[src/rtl/seg_pkg.sv]
// seg_pkg: shared constants for the 7-segment scan decoder.
//   - Active-low segment patterns (a..g, bit6 = a) for the glyph set.
//   - Glyph codes for blank and unrecognised patterns.
//   - One-hot-low anode selects A0..A7.
//   - Scan-cycle classification of the anode bus.
package seg_pkg;

    localparam logic [6:0] SEG_0     = 7'b0000001;
    localparam logic [6:0] SEG_1     = 7'b1001111;
    localparam logic [6:0] SEG_2     = 7'b0010010;
    localparam logic [6:0] SEG_3     = 7'b0000110;
    localparam logic [6:0] SEG_4     = 7'b1001100;
    localparam logic [6:0] SEG_5     = 7'b0100100;
    localparam logic [6:0] SEG_6     = 7'b0100000;
    localparam logic [6:0] SEG_7     = 7'b0001111;
    localparam logic [6:0] SEG_8     = 7'b0000000;
    localparam logic [6:0] SEG_9     = 7'b0000100;
    localparam logic [6:0] SEG_H     = 7'b1001000;
    localparam logic [6:0] SEG_E     = 7'b0110000;
    localparam logic [6:0] SEG_L     = 7'b1110001;
    localparam logic [6:0] SEG_F     = 7'b0111000;
    localparam logic [6:0] SEG_I     = 7'b1101111;
    localparam logic [6:0] SEG_N     = 7'b1101010;
    localparam logic [6:0] SEG_BLANK = 7'b1111111;

    localparam logic [4:0] GLYPH_BLANK   = 5'd16;
    localparam logic [4:0] GLYPH_UNKNOWN = 5'd31;

    localparam logic [7:0] A0 = 8'hFE;
    localparam logic [7:0] A1 = 8'hFD;
    localparam logic [7:0] A2 = 8'hFB;
    localparam logic [7:0] A3 = 8'hF7;
    localparam logic [7:0] A4 = 8'hEF;
    localparam logic [7:0] A5 = 8'hDF;
    localparam logic [7:0] A6 = 8'hBF;
    localparam logic [7:0] A7 = 8'h7F;

    typedef enum logic [1:0] {
        SCAN_BLANK,
        SCAN_STROBE,
        SCAN_ILLEGAL
    } scan_kind_e;

    // No zero bit = blanked, exactly one = legal digit strobe, more = illegal.
    function automatic scan_kind_e scan_classify(input logic [7:0] an_n);
        logic [7:0] sel;
        sel = ~an_n;
        if (sel == 8'd0)
            return SCAN_BLANK;
        else if ((sel & (sel - 8'd1)) == 8'd0)
            return SCAN_STROBE;
        else
            return SCAN_ILLEGAL;
    endfunction

endpackage

[src/rtl/seg_glyph_decode.sv]
// seg_glyph_decode: combinational active-low a..g pattern -> 5-bit glyph code.
//   pat   in  7  segment pattern, bit6 = a .. bit0 = g, active low
//   glyph out 5  0..15 for digits/letters, 16 blank, 31 unknown
// Letter O shares the 0 pattern and therefore decodes as 0.
module seg_glyph_decode
    import seg_pkg::*;
(
    input  logic [6:0] pat,
    output logic [4:0] glyph
);

    always_comb begin
        glyph = GLYPH_UNKNOWN;
        case (pat)
            SEG_0:     glyph = 5'd0;
            SEG_1:     glyph = 5'd1;
            SEG_2:     glyph = 5'd2;
            SEG_3:     glyph = 5'd3;
            SEG_4:     glyph = 5'd4;
            SEG_5:     glyph = 5'd5;
            SEG_6:     glyph = 5'd6;
            SEG_7:     glyph = 5'd7;
            SEG_8:     glyph = 5'd8;
            SEG_9:     glyph = 5'd9;
            SEG_H:     glyph = 5'd10;
            SEG_E:     glyph = 5'd11;
            SEG_L:     glyph = 5'd12;
            SEG_F:     glyph = 5'd13;
            SEG_I:     glyph = 5'd14;
            SEG_N:     glyph = 5'd15;
            SEG_BLANK: glyph = GLYPH_BLANK;
            default:   glyph = GLYPH_UNKNOWN;
        endcase
    end

endmodule

[src/rtl/seg_scan_decoder.sv]
// seg_scan_decoder: samples a multiplexed 7-segment scan bus, rebuilds the
// per-slot glyphs and the 5-bit timer value {half, units} from slots 5/6/7.
//   clock, reset           system clock, synchronous active-high reset
//   seq[7:0], an[7:0]      active-low segment bus (dp = bit0) and digit select
//   rd_slot/rd_glyph       registered glyph readback, 1-cycle latency
//   val/val_valid          last frame's value and whether it decoded legally
//   frame_strobe           one pulse per completed frame
//   dp_mask                latched dp per slot (1 = lit)
//   display_off            bus blanked for TIMEOUT cycles or more
//   protocol_error         pulse on a multi-zero anode pattern
module seg_scan_decoder
    import seg_pkg::*;
#(
    parameter logic [7:0] SLOT_MASK = 8'b1110_0000,
    parameter int          TIMEOUT   = 32
) (
    input  logic       clock,
    input  logic       reset,
    input  logic [7:0] seq,
    input  logic [7:0] an,
    input  logic [2:0] rd_slot,
    output logic [4:0] rd_glyph,
    output logic [4:0] val,
    output logic       val_valid,
    output logic       frame_strobe,
    output logic [7:0] dp_mask,
    output logic       display_off,
    output logic       protocol_error
);

    localparam logic [7:0] TIMEOUT_C = 8'(TIMEOUT);

    logic [7:0]      seq_s1_q, seq_s1_d, an_s1_q, an_s1_d;
    logic [7:0][7:0] slot_q, slot_d;
    logic [7:0]      seen_q, seen_d, dp_mask_q, dp_mask_d;
    logic [7:0]      idle_q, idle_d;
    logic            display_off_q, display_off_d;
    logic            perr_q, perr_d;
    logic            pend_q, pend_d;       // frame completed, value rebuild due next edge
    logic            frame_strobe_q, frame_strobe_d;
    logic [4:0]      val_q, val_d, rd_glyph_q, rd_glyph_d;
    logic            val_valid_q, val_valid_d;

    logic [4:0] glyph_rd, glyph_5, glyph_6, glyph_7;

    seg_glyph_decode u_dec_rd (.pat(slot_q[rd_slot][7:1]), .glyph(glyph_rd));
    seg_glyph_decode u_dec_5  (.pat(slot_q[5][7:1]),       .glyph(glyph_5));
    seg_glyph_decode u_dec_6  (.pat(slot_q[6][7:1]),       .glyph(glyph_6));
    seg_glyph_decode u_dec_7  (.pat(slot_q[7][7:1]),       .glyph(glyph_7));

    // Value rebuild from the current slot contents.
    logic [3:0] hi, lo;
    logic       hi_ok, lo_ok, half, half_ok, rebuild_ok;
    logic [6:0] units;

    always_comb begin
        hi_ok = 1'b1;
        hi    = 4'd0;
        if (glyph_5 == GLYPH_BLANK)
            hi = 4'd0;                       // blank tens digit reads as 0
        else if (glyph_5 >= 5'd1 && glyph_5 <= 5'd9)
            hi = glyph_5[3:0];
        else
            hi_ok = 1'b0;

        lo_ok = (glyph_6 <= 5'd9);
        lo    = glyph_6[3:0];

        half_ok = (glyph_7 == 5'd0) || (glyph_7 == 5'd5);
        half    = (glyph_7 == 5'd5);

        units      = {3'b000, hi} * 7'd10 + {3'b000, lo};
        rebuild_ok = hi_ok && lo_ok && half_ok && (units <= 7'd15);
    end

    scan_kind_e kind;
    logic [7:0] strobe_bit;

    always_comb begin
        seq_s1_d       = seq;
        an_s1_d        = an;
        slot_d         = slot_q;
        seen_d         = seen_q;
        dp_mask_d      = dp_mask_q;
        idle_d         = idle_q;
        display_off_d  = display_off_q;
        perr_d         = 1'b0;
        pend_d         = 1'b0;
        frame_strobe_d = 1'b0;
        val_d          = val_q;
        val_valid_d    = val_valid_q;
        rd_glyph_d     = glyph_rd;

        kind       = scan_classify(an_s1_q);
        strobe_bit = ~an_s1_q;

        // Slots now hold the completing write; publish the frame.
        if (pend_q) begin
            frame_strobe_d = 1'b1;
            val_valid_d    = rebuild_ok;
            if (rebuild_ok)
                val_d = {half, units[3:0]};
        end

        case (kind)
            SCAN_STROBE: begin
                for (int i = 0; i < 8; i++) begin
                    if (strobe_bit[i]) begin
                        slot_d[i]    = seq_s1_q;
                        dp_mask_d[i] = ~seq_s1_q[0];
                    end
                end
                idle_d        = 8'd0;
                display_off_d = 1'b0;
                // The completing strobe does not count toward the next frame.
                if (((seen_q | strobe_bit) & SLOT_MASK) == SLOT_MASK) begin
                    seen_d = 8'd0;
                    pend_d = 1'b1;
                end else begin
                    seen_d = seen_q | strobe_bit;
                end
            end
            SCAN_BLANK: begin
                if (idle_q != TIMEOUT_C)
                    idle_d = idle_q + 8'd1;
                if (idle_d == TIMEOUT_C) begin
                    display_off_d = 1'b1;
                    seen_d        = 8'd0;
                    val_valid_d   = 1'b0;
                end
            end
            default: perr_d = 1'b1;
        endcase
    end

    always_ff @(posedge clock) begin
        if (reset) begin
            seq_s1_q       <= 8'hFF;
            an_s1_q        <= 8'hFF;
            slot_q         <= {8{8'hFF}};
            seen_q         <= 8'd0;
            dp_mask_q      <= 8'd0;
            idle_q         <= 8'd0;
            display_off_q  <= 1'b1;
            perr_q         <= 1'b0;
            pend_q         <= 1'b0;
            frame_strobe_q <= 1'b0;
            val_q          <= 5'd0;
            val_valid_q    <= 1'b0;
            rd_glyph_q     <= GLYPH_BLANK;
        end else begin
            seq_s1_q       <= seq_s1_d;
            an_s1_q        <= an_s1_d;
            slot_q         <= slot_d;
            seen_q         <= seen_d;
            dp_mask_q      <= dp_mask_d;
            idle_q         <= idle_d;
            display_off_q  <= display_off_d;
            perr_q         <= perr_d;
            pend_q         <= pend_d;
            frame_strobe_q <= frame_strobe_d;
            val_q          <= val_d;
            val_valid_q    <= val_valid_d;
            rd_glyph_q     <= rd_glyph_d;
        end
    end

    assign rd_glyph       = rd_glyph_q;
    assign val            = val_q;
    assign val_valid      = val_valid_q;
    assign frame_strobe   = frame_strobe_q;
    assign dp_mask        = dp_mask_q;
    assign display_off    = display_off_q;
    assign protocol_error = perr_q;

endmodule
[config.mk]
export PLATFORM = sky130hd
export DESIGN_NAME = seg_scan_decoder
export DESIGN_NICKNAME = d
export VERILOG_FILES = /design/src/rtl/seg_pkg.sv /design/src/rtl/seg_glyph_decode.sv /design/src/rtl/seg_scan_decoder.sv
export SDC_FILE = /design/constraint.sdc
export NUM_CORES = 1
export LEC_CHECK = 0
export BUFFER_PORTS_ARGS = -buffer_cell sky130_fd_sc_hd__buf_2
export CAP_MARGIN = 40
export CORE_MARGIN = 10
export CORE_UTILIZATION = 25
export CTS_BUF_LIST = sky130_fd_sc_hd__clkbuf_4 sky130_fd_sc_hd__clkbuf_8
export CTS_CLUSTER_DIAMETER = 40
export CTS_CLUSTER_SIZE = 10
export DETAILED_ROUTE_END_ITERATION = 16
export GPL_TIMING_DRIVEN = 0
export HOLD_SLACK_MARGIN = 0.02
export SLEW_MARGIN = 20
export SYNTH_ARGS = -nofsm -noshare
export SYNTH_HDL_FRONTEND = slang
export SYNTH_HIERARCHICAL = 1
export SYNTH_SLANG_ARGS = --single-unit
[constraint.sdc]
create_clock -name clock -period 9.88 [get_ports clock]
set_input_delay 1.482 -clock clock [delete_from_list [all_inputs] [get_ports clock]]
set_output_delay 1.482 -clock clock [all_outputs]
set_load 0.1 [all_outputs]
==> flow_summary.ini <==
[sta]
fin_ws_ns = 5.18
tightest_slew_ns = 0.747
max_freq_mhz = 213
maxSlewViolCount = 0
setup_tns_ns = 0
period_minus_slack_ns = 4.70
slew_headroom_pct = 50.0
setup_viol = 0
finalHoldViolCount = 0
rsz0062_at_grt = no
post-route-period-util_pct = 47.6
clock-skew-final_ns = 0.00904

[synthesis]
syn-num-nets = 753
ys_warn_count = 6
syn-cell-area_mm2 = 0.00644
post-synth-top-area-cell = dfxtp_1
avgSynthCellArea_um2 = 8.92
synth_ff_type = dfxtp_1
synth-seq-cells = 106
synth_top_area_share_pct = 33.0
yosysUniqueCellTypes = 69
yosys-top-cells-area = dfxtp_1, mux2i_1, mux4_2, nand2_1, nand3_1
syn-instance-count = 722
yosysMostFrequentCell = dfxtp_1
ys_seq_area_share_pct = 33.0
synth-edff-count = 0
synthTopCellsByCount = dfxtp_1, nand2_1, mux2i_1, nor2_1, nand3_1
async_flop_share_pct = 0

[grt]
grt_pass1_vias = 5121
grt_max_degree = 19
track_usage_pct = 9.93
grt_overflow = 0
antenna_found_initial = 1
grt_pass1_wl_um = 27300

[drt]
wire_per_inst_um = 14.7
routed_via_density = 4.98
drt-pass1-iter-count = 5
ant_nets = 0
routed_wl_um = 16300
drtIter0Drc = 449
drc = 0
vias = 5513

[cells_and_area]
layout.cells.non_filler = 1108
drive_above_1_share_pct = 20.2
fin_util_pct = 28.6
antenna_cells = 0
fin_nets = 804
areaGrowthSynthToFinish_pct = 12.3

[run_status]
status = complete, no violations

[cts]
h-tree-depth = 3
clock_sinks = 106
cts.clk_slew.worst_paths_ns = 0.11
postCtsSetupBuffers = 0
holdBufCountCts = 0
ctsLongestPathBuffers = 2
cts_made_buffers = 9
root_buffer = clkbuf_8
clkLatencyLatePin_ns = 0.39
cts_tree = built
postCtsResizedCells = 0

[place]
place_inst = 1092
io_buffers = 40
post-place-ws_ns = 5.16
gp_congestion = 0.844
dp_hpwl_um = 12200

[floorplanning]
die_x_um = 180
die_area_mm2 = 0.0326
die_y_um = 180
io-pin-count = 43
initial_core_util_pct = 25.5
num_rows = 58
core_area_mm2 = 0.0253

[setup_path]
crit_slowest_cell = or4_4
start_kind = flop
crit_path_end_kind = flop
max_stage_delay_ns = 0.55
critical_path_arrival_ns = 4.96
worstPathRequired_ns = 10.14
path_cells = buf_4, nor3_1, and4b_1, nor3_1, nand4bb_1, o22ai_1, nor2_1, and2_1, ha_1, ha_1, fa_1, xnor2_1, or4_4, a31oi_4, mux2i_1, nor2_1
crit_type = reg2reg
crit_path_max_fanout = 10

[pwr]
power_density_mw_per_mm2 = 119
power_uw = 859
leakagePower_nw = 2.57
peakVddDrop_mv = 0.108

[worst_hold_path]
min_path_type = reg2reg

[run]
cap_viol_max_count = 0
power by group:
| part | internal [mW] | total, mW | switching, mW | leakage [nW] |
|---|---|---|---|---|
| clock network | 0.0983 | 0.259 | 0.161 | 0.0926 |
| registers | 0.440 | 0.450 | 0.00983 | 0.864 |
| logic | 0.0496 | 0.150 | 0.101 | 1.61 |
placed cells by master, fill, tap and decap left out, types with 5 or more instances in the layout:
cell type,instances
buf_6,5
o21ai_0,13
buf_2,61
ha_1,8
mux2_2,7
and2_1,5
a211oi_1,15
or3_1,11
a2111oi_2,5
nand2_1,83
or2_2,17
dfxtp_1,106
clkbuf_1,22
mux2i_1,52
nand2b_1,6
nor2b_1,9
nand3b_1,12
and4_1,5
a21oi_1,23
nand4_1,9
nor4_1,16
nor2_1,43
nor3_1,30
xor2_1,9
buf_4,8
xnor2_1,11
inv_1,16
mux4_2,14
o211ai_1,10
or4_1,5
clkbuf_8,9
nand3_1,42
critical path, delay by kind of cell (launching register included):
kind            cells  cell delay [ns]
simple gates        8             1.83
fa+ha+maj           3             0.89
compound gates      2             0.82
xor+xnor            1             0.19
buf+inv             1             0.21
flops               1             0.42
mux                 1             0.23
state kept, by name (all words and copies together), names as in the netlist:
register,cells
slot_q,56
an_s1_q,8
dp_mask,8
idle_q,8
seq_s1_q,8
rd_glyph,5
val,5
seen_q,3
display_off,1
frame_strobe,1
pend_q,1
protocol_error,1
val_valid,1
worst paths after layout:
check                           end  slack [ns]                     from  cells past startpoint
max             val[3]$_SDFFE_PP0P_        5.18  slot_q[41]$_SDFFE_PP1P_                     16
min          seen_q[6]$_SDFFE_PP0P_        0.46   seen_q[6]$_SDFFE_PP0P_                      1
max reg2reg     val[3]$_SDFFE_PP0P_        5.18  slot_q[41]$_SDFFE_PP1P_                     16
min reg2reg  seen_q[6]$_SDFFE_PP0P_        0.46   seen_q[6]$_SDFFE_PP0P_                      1
metal layers:
layer	part of all wire, %	wire length [µm]	vias up	track usage, %
li1	-	-	2740	-
met1	49	8010	2634	13.3
met2	46	7480	118	15.7
met3	3.5	572	19	1.85
met4	1.5	241	2	3.12
met5	0.061	10	-	0
stage by stage:
| stage | hold WS, ns | instance area [µm²] |
|---|---|---|
| after floorplan | 0.426 | 6440 |
| after global placement | 0.436 | 7050 |
| after detailed placement | 0.440 | 7050 |
| after CTS | 0.466 | 7230 |
| after global routing | 0.489 | 7230 |
| final | 0.462 | 7230 |
logic make-up after synthesis:
logic type | after synthesis | share of synthesized area, %
AND/OR/NAND/NOR | 336 | 29.4
multiplexers | 73 | 14.2
buffers and inverters | 75 | 5.83
XOR/XNOR | 20 | 2.72
adder cells (fa/ha/maj) | 10 | 2.18
flip-flops | 106 | 33.0
AO/OA/AOI/OAI | 102 | 12.7
final cells by class:
class | instances | area [µm²]
fillers | 2726 | 18000
plain buffers | 59 | 315
inverters | 16 | 60.1
repair buffers | 40 | 200
clock inverters | 6 | 50.0
multi-input cells | 541 | 3940
clock buffers | 10 | 131
flip-flops and latches | 106 | 2120
well taps | 330 | 413
No activity file was read; power rests on OpenSTA's default activity.
